===== config.mk =====
export PLATFORM = sky130hd
export DESIGN_NAME = seg7_disp_ctrl
export DESIGN_NICKNAME = d
export VERILOG_FILES = /design/src/rtl/seg7_pkg.sv /design/src/rtl/bcd_digit.sv /design/src/rtl/seg7_disp_ctrl.sv
export SDC_FILE = /design/constraint.sdc
export NUM_CORES = 1
export LEC_CHECK = 0
export ABC_AREA = 1
export CORE_AREA = 2 2 92 94
export CTS_BUF_LIST = sky130_fd_sc_hd__clkbuf_4 sky130_fd_sc_hd__clkbuf_8
export CTS_CLUSTER_DIAMETER = 200
export CTS_CLUSTER_SIZE = 12
export DETAILED_ROUTE_END_ITERATION = 8
export DIE_AREA = 0 0 94 96
export GPL_TIMING_DRIVEN = 1
export PLACE_DENSITY_LB_ADDON = 0.1
export REMOVE_ABC_BUFFERS = 1
export SLEW_MARGIN = 25
export SYNTH_ARGS = -nofsm -noshare
export SYNTH_HDL_FRONTEND = slang
export SYNTH_SLANG_ARGS = --single-unit

===== constraint.sdc =====
create_clock -name clk -period 2.5 [get_ports clk]
set_input_delay 0.25 -clock clk [delete_from_list [all_inputs] [get_ports clk]]
set_output_delay 0.25 -clock clk [all_outputs]
set_load 0.05 [all_outputs]

===== src/rtl/seg7_pkg.sv =====
// rtl/seg7_pkg.sv - shared digit type, digit constants and display-owner states
package seg7_pkg;

  typedef logic [3:0] digit_t;

  localparam digit_t DIGIT_BLANK = 4'hF;
  localparam digit_t DIGIT_MAX   = 4'd9;

  typedef enum logic {
    SHOW_CNT = 1'b0,
    SHOW_MSG = 1'b1
  } disp_state_t;

endpackage


===== src/rtl/bcd_digit.sv =====
// rtl/bcd_digit.sv - one BCD digit 0..9 with increment, clear and carry-out
module bcd_digit
  import seg7_pkg::*;
(
  input  logic   clk,
  input  logic   reset,
  input  logic   clr,
  input  logic   inc,
  output digit_t digit,
  output logic   carry
);

  // carry tells the next digit up that this one is rolling 9 -> 0
  assign carry = inc && (digit == DIGIT_MAX);

  // clear beats increment so a clear coincident with a step never leaks a carry into the count
  always_ff @(posedge clk) begin
    if (reset || clr) begin
      digit <= '0;
    end else if (inc) begin
      digit <= carry ? digit_t'(0) : digit + 4'd1;
    end
  end

endmodule


===== src/rtl/seg7_disp_ctrl.sv =====
// rtl/seg7_disp_ctrl.sv - BCD counter plus message arbiter for a two-digit display; SEG7_DISP_CTRL_LZB_EN enables leading-zero blanking
module seg7_disp_ctrl
  import seg7_pkg::*;
#(
  parameter int TICK_DIV    = 50_000_000,
  parameter int HOLD_CYCLES = 100_000_000
) (
  input  logic       clk,
  input  logic       reset,
  input  logic       start_in,
  input  logic       stop_in,
  input  logic       clear_in,
  input  logic       msg_req_in,
  input  logic [7:0] msg_val_in,
  output logic       msg_ack_out,
  output logic       msg_busy_out,
  output logic [7:0] count_out,
  output logic       wrap_out,
  output logic [3:0] seg7val_out [1:0]
);

  localparam int PW = ($clog2(TICK_DIV) > 0) ? $clog2(TICK_DIV) : 1;
  localparam int HW = ($clog2(HOLD_CYCLES) > 0) ? $clog2(HOLD_CYCLES) : 1;
  localparam logic [PW-1:0] PRESC_LAST = PW'(TICK_DIV - 1);
  localparam logic [HW-1:0] HOLD_LOAD  = HW'(HOLD_CYCLES - 1);

  logic          run_q;
  logic [PW-1:0] presc_q;
  logic          tick;
  logic          step;
  digit_t        ones;
  digit_t        tens;
  logic          ones_carry;
  logic          tens_carry;
  logic          wrap_q;

  disp_state_t   state_q;
  disp_state_t   state_d;
  logic          accept;
  logic [HW-1:0] timer_q;
  digit_t        msg_tens_q;
  digit_t        msg_ones_q;
  digit_t        cnt_tens_q;
  digit_t        cnt_ones_q;
  logic          ack_q;

  assign tick  = run_q && (presc_q == PRESC_LAST);
  // a clear in the tick cycle swallows the step, so neither digit moves and no wrap is reported
  assign step  = tick && !clear_in;

  // run flag: stop has priority over start
  always_ff @(posedge clk) begin
    if (reset || stop_in) begin
      run_q <= 1'b0;
    end else if (start_in) begin
      run_q <= 1'b1;
    end
  end

  // prescaler runs 0..TICK_DIV-1 only while running and freezes when stopped
  always_ff @(posedge clk) begin
    if (reset || clear_in) begin
      presc_q <= '0;
    end else if (run_q) begin
      presc_q <= tick ? '0 : presc_q + 1'b1;
    end
  end

  bcd_digit u_ones (
    .clk   (clk),
    .reset (reset),
    .clr   (clear_in),
    .inc   (step),
    .digit (ones),
    .carry (ones_carry)
  );

  bcd_digit u_tens (
    .clk   (clk),
    .reset (reset),
    .clr   (clear_in),
    .inc   (ones_carry),
    .digit (tens),
    .carry (tens_carry)
  );

  // wrap is registered so it lines up with the edge where the count shows 00
  always_ff @(posedge clk) begin
    if (reset) begin
      wrap_q <= 1'b0;
    end else begin
      wrap_q <= tens_carry;
    end
  end

  assign count_out = {tens, ones};
  assign wrap_out  = wrap_q;

  assign accept = (state_q == SHOW_CNT) && msg_req_in;

  // display owner state register
  always_ff @(posedge clk) begin
    if (reset) begin
      state_q <= SHOW_CNT;
    end else begin
      state_q <= state_d;
    end
  end

  // next owner: a request takes the display, the hold timer hands it back
  always_comb begin
    state_d = state_q;
    case (state_q)
      SHOW_CNT: if (msg_req_in)       state_d = SHOW_MSG;
      SHOW_MSG: if (timer_q == '0)    state_d = SHOW_CNT;
      default:                        state_d = SHOW_CNT;
    endcase
  end

  // message latch, hold timer, ack pulse and the one-stage copy of the count
  always_ff @(posedge clk) begin
    if (reset) begin
      timer_q    <= '0;
      msg_tens_q <= '0;
      msg_ones_q <= '0;
      cnt_tens_q <= '0;
      cnt_ones_q <= '0;
      ack_q      <= 1'b0;
    end else begin
      ack_q <= accept;
      if (accept) begin
        msg_tens_q <= msg_val_in[7:4];
        msg_ones_q <= msg_val_in[3:0];
        timer_q    <= HOLD_LOAD;
      end else if ((state_q == SHOW_MSG) && (timer_q != '0)) begin
        timer_q <= timer_q - 1'b1;
      end
`ifdef SEG7_DISP_CTRL_LZB_EN
      cnt_tens_q <= (tens == 4'd0) ? DIGIT_BLANK : tens;
`else
      cnt_tens_q <= tens;
`endif
      cnt_ones_q <= ones;
    end
  end

  assign msg_ack_out = ack_q;

  // outputs follow the current owner; message digits are never blanked
  always_comb begin
    msg_busy_out   = 1'b0;
    seg7val_out[1] = cnt_tens_q;
    seg7val_out[0] = cnt_ones_q;
    if (state_q == SHOW_MSG) begin
      msg_busy_out   = 1'b1;
      seg7val_out[1] = msg_tens_q;
      seg7val_out[0] = msg_ones_q;
    end
  end

endmodule


==> results by group <==
Synth
  – Synth cell types: 37
  – Flop and latch count out of synthesis: 81
  – Mapped cell area: 4450 um2
  – Prevailing post-synth register cell: dfxtp_1
  – Fraction of the yosys area taken by sequential cells: ~36%
  – Number of flops mapped to enable cells by yosys: 0
  – Average cell area after synthesis: between 6 and 7 um2
  – Number of warnings printed during yosys synthesis: 0
  – Synth Instances: 695
  – Share of synthesized flip-flops with an asynchronous set or reset: 0%

STA
  – Final setup skew: about 0.011 ns
  – Post-route clock period utilization: 90.2%
  – Max-slew violation total from the final report: 0
  – Final period demand of the worst path: approximately 2.3 ns
  – Slew at the pin closest to its max-slew limit: between 0.6 and 0.7 ns
  – Max-Slew Margin vs Limit: 55.7%
  – Final-layout worst hold slack: roughly 0.45 ns
  – Unrepaired setup endpoints after global routing: false
  – Final-report hold violation count: 0
  – Setup violation total in the final timing report: 0
  – Sum of negative setup slack: 0 ns
  – Fmax achieved: roughly 0.44 GHz

Worst setup path
  – Kind of critical path: register to output port
  – Worst setup EP type: output port
  – Number of cell instances on the worst register-to-register path: 10
  – Highest fanout seen on the critical path: 18
  – Reg2reg end: timer_q[14]$_SDFFE_PP0P_
  – Required time reported for the critical path endpoint: 2.25 ns
  – Worst setup SP type: register
  – Slack of the worst reg-to-reg path: 0.39 ns
  – Worst Path Arrival: 2.00 ns
  – Reg-to-Reg Start: timer_q[0]$_SDFFE_PP0P_

Placed design
  – Post-detail-place hpwl: 7910 um
  – DP Cell Count: 823
  – PortBufs: 32
  – Final weighted congestion in routability-driven placement: 0.989
  – Placed cell area: between 4000 and 5000 um2

Floorplanning
  – Die ar.: approximately 9000 um2
  – Die W: between 90 and 100 um
  – Placement Rows: 33
  – Starting utilization of the core area: between 50% and 60%
  – Core Box Area: 8050 um2
  – Number of top-level design ports: 33
  – Die boundary height: around 96 um

Pwr
  – Fraction of power consumed by combinational cells: around 16%
  – Switching part of the total power: 29.8%
  – Sequential power share: about 47%
  – Internal cell power: 2070 uW
  – Clock share of power: 37.2%
  – Static Leak: 0.00204 uW
  – VDD IR-drop max: 0.328 mV
  – NetSw: just under 900 uW
  – Power density over cell area: 579 nW/um2

Routing
  – Drt drc: 0
  – Routed Antenna Nets: 0
  – Average wire per cell in the routed design: 12.4 um
  – Total wirelength of the detailed-routed design: 10,400 um
  – DR vias: around 4.4k
  – Avg Vias per Cell: ~5.3
  – Number of iterations in the first detailed-routing pass: 7
  – First-iteration detailed-routing DRC count: around 220

Layout
  – Post-layout net count: 749
  – Layout cells sized above 1: 8.99%
  – Final std cells w/o fill: approximately 840
  – Growth of design area from synthesis to finish: 14.6%
  – Layout Utilization: a little under two thirds
  – Number of inserted filler cells in the final layout: ~800
  – Antenna diodes: 0
  – Final instance area: 5100 um2

Clock tree
  – H-tree depth reported by CTS: 3
  – Buffers from clock root to sink, at most: 2
  – Clock transition at the registers of the reported paths: 0.08 ns
  – Hold_buf cts: 0
  – Clock root buffer master: clkbuf_8
  – CTS Buf Count: 9
  – Clock sinks: 81
  – Number of gates resized after cts: 0
  – Post-CTS setup buffer count: 0
  – CTS tree: built
  – Clock insertion delay at the later pin of the skew report: between 0.3 and 0.4 ns

Global route
  – First-pass GRT wire length: 17,700 um
  – Largest net degree at the start of global routing: 26
  – Total track usage: roughly a quarter
  – Vias in the first global route: 4,088
  – Final global-route overflow total: 0
  – Antenna violations before repair: 0

Hold path
  – Cells on Worst Hold Path: 2
  – Hold path startpoint: stop_in
  – Path type of the worst min-delay path: input port to register
  – Worst Hold Endpoint: run_q$_SDFFE_PP0P_

Run status
  – Result of the run: finished, final reports clean

Flow run
  – Number of maximum-capacitance constraint violations: 0
==> layer usage <==
| layer | part of all wire, % | up-vias | routed length [um] | track usage [%] |
|---|---|---|---|---|
| li1 | - | 2284 | - | - |
| met1 | 45 | 1988 | 4670 | 30.3 |
| met2 | 48 | 133 | 4970 | 42.5 |
| met3 | 4.8 | 25 | 499 | 3.68 |
| met4 | 2.4 | 0 | 248 | 8.70 |
| met5 | 0 | - | 0 | 0 |
==> critical path, stage by stage (launching register included) <==
cell and delay [ns]:
dfxtp_1 0.42, inv_2 0.17, o21ai_0 0.23, clkdlybuf4s50_1 0.84
==> metrics by stage <==
stage | setup WS [ns] | total power [uW]
2_1_floorplan | 0.176 | 1740
3_3_place_gp | 0.548 | 1860
3_5_place_dp | 0.432 | 1880
4_1_cts | 0.205 | 2970
5_1_grt | 0.113 | 3090
6_report | 0.246 | 2950
==> power groups by stage <==
stage | Sequential [uW] | Combinational (uW) | Clock, uW
after floorplan | 1410 | 331 | 0
after global placement | 1410 | 456 | 0
after detailed placement | 1410 | 466 | 0
after CTS | 1380 | 469 | 1120
after global routing | 1390 | 538 | 1170
final | 1380 | 472 | 1100
==> registers in the layout, summed over array words and instances (netlist names) <==
signal	cells
cnt_ones_q	4
msg_ones_q	4
u_ones.digit	4
timer_q	27
state_q	1
presc_q	26
cnt_tens_q	4
msg_tens_q	4
msg_ack_out	1
u_tens.digit	4
wrap_out	1
run_q	1
==> cell usage after synthesis (3+ instances only) <==
library cell    n  area, um2
nand2_2         5       31.3
o21ai_1        15       75.1
clkinv_1        3       11.3
ha_1            6       75.1
nor2_1        127        477
nor2_2         10       62.6
dfxtp_1        81       1620
xor2_1          5       43.8
nand3_1        52        260
clkbuf_1        9       33.8
inv_2          15       56.3
xnor2_1         6       52.6
buf_4           3       22.5
nor3_1         13       65.1
nand4_1        22        138
nor2_4          5       56.3
inv_1          69        259
o21ai_0        21        105
a21oi_1        27        135
nand3_2         3       30.0
nand2_1       177        664
==> cell families after synthesis <==
kind of cell             Yosys count  synth area share (%)
XOR/XNOR                          11                  2.17
AND/OR/NAND/NOR                  422                  41.6
flip-flops                        81                  36.4
buffers and inverters            102                  9.08
adder cells (fa/ha/maj)            6                  1.69
AO/OA/AOI/OAI                     73                  9.00
==> final cells by class <==
cell class | count | area (um2) | share of cell area (%)
Clock buffer | 9 | 124 | 2.43
Timing Repair Buffer | 38 | 365 | 7.16
Sequential cell | 81 | 1620 | 31.8
Inverter | 87 | 327 | 6.40
Multi-Input combinational cell | 512 | 2420 | 47.5
Tap cell | 105 | 131 | 2.58
Clock inverter | 7 | 108 | 2.11
==> worst max path at each step <==
stage	from	end	slack, ns	cells past startpoint
final	state_q$_SDFF_PP0_	seg7val_out[4]	0.25	3
after floorplan	state_q$_SDFF_PP0_	seg7val_out[0]	0.18	2
after detailed placement	timer_q[0]$_SDFFE_PP0P_	timer_q[14]$_SDFFE_PP0P_	0.43	10
after CTS	state_q$_SDFF_PP0_	seg7val_out[3]	0.21	3
after global placement	timer_q[0]$_SDFFE_PP0P_	timer_q[7]$_SDFFE_PP0P_	0.55	10
after global routing	state_q$_SDFF_PP0_	seg7val_out[3]	0.11	3
==> cells in the final DEF (no fill, tap or decap), types with 6 or more instances in the layout <==
cell type / count
nor2_1: 127
dfxtp_1: 81
clkbuf_8: 9
nand4_1: 22
buf_4: 6
ha_1: 6
nor3_1: 13
xnor2_1: 6
nor2_2: 10
o21ai_1: 15
nand2_1: 177
o21ai_0: 21
inv_1: 69
clkdlybuf4s50_1: 32
inv_2: 15
nand3_1: 52
a21oi_1: 27
No activity file was read; power rests on OpenSTA's default activity.
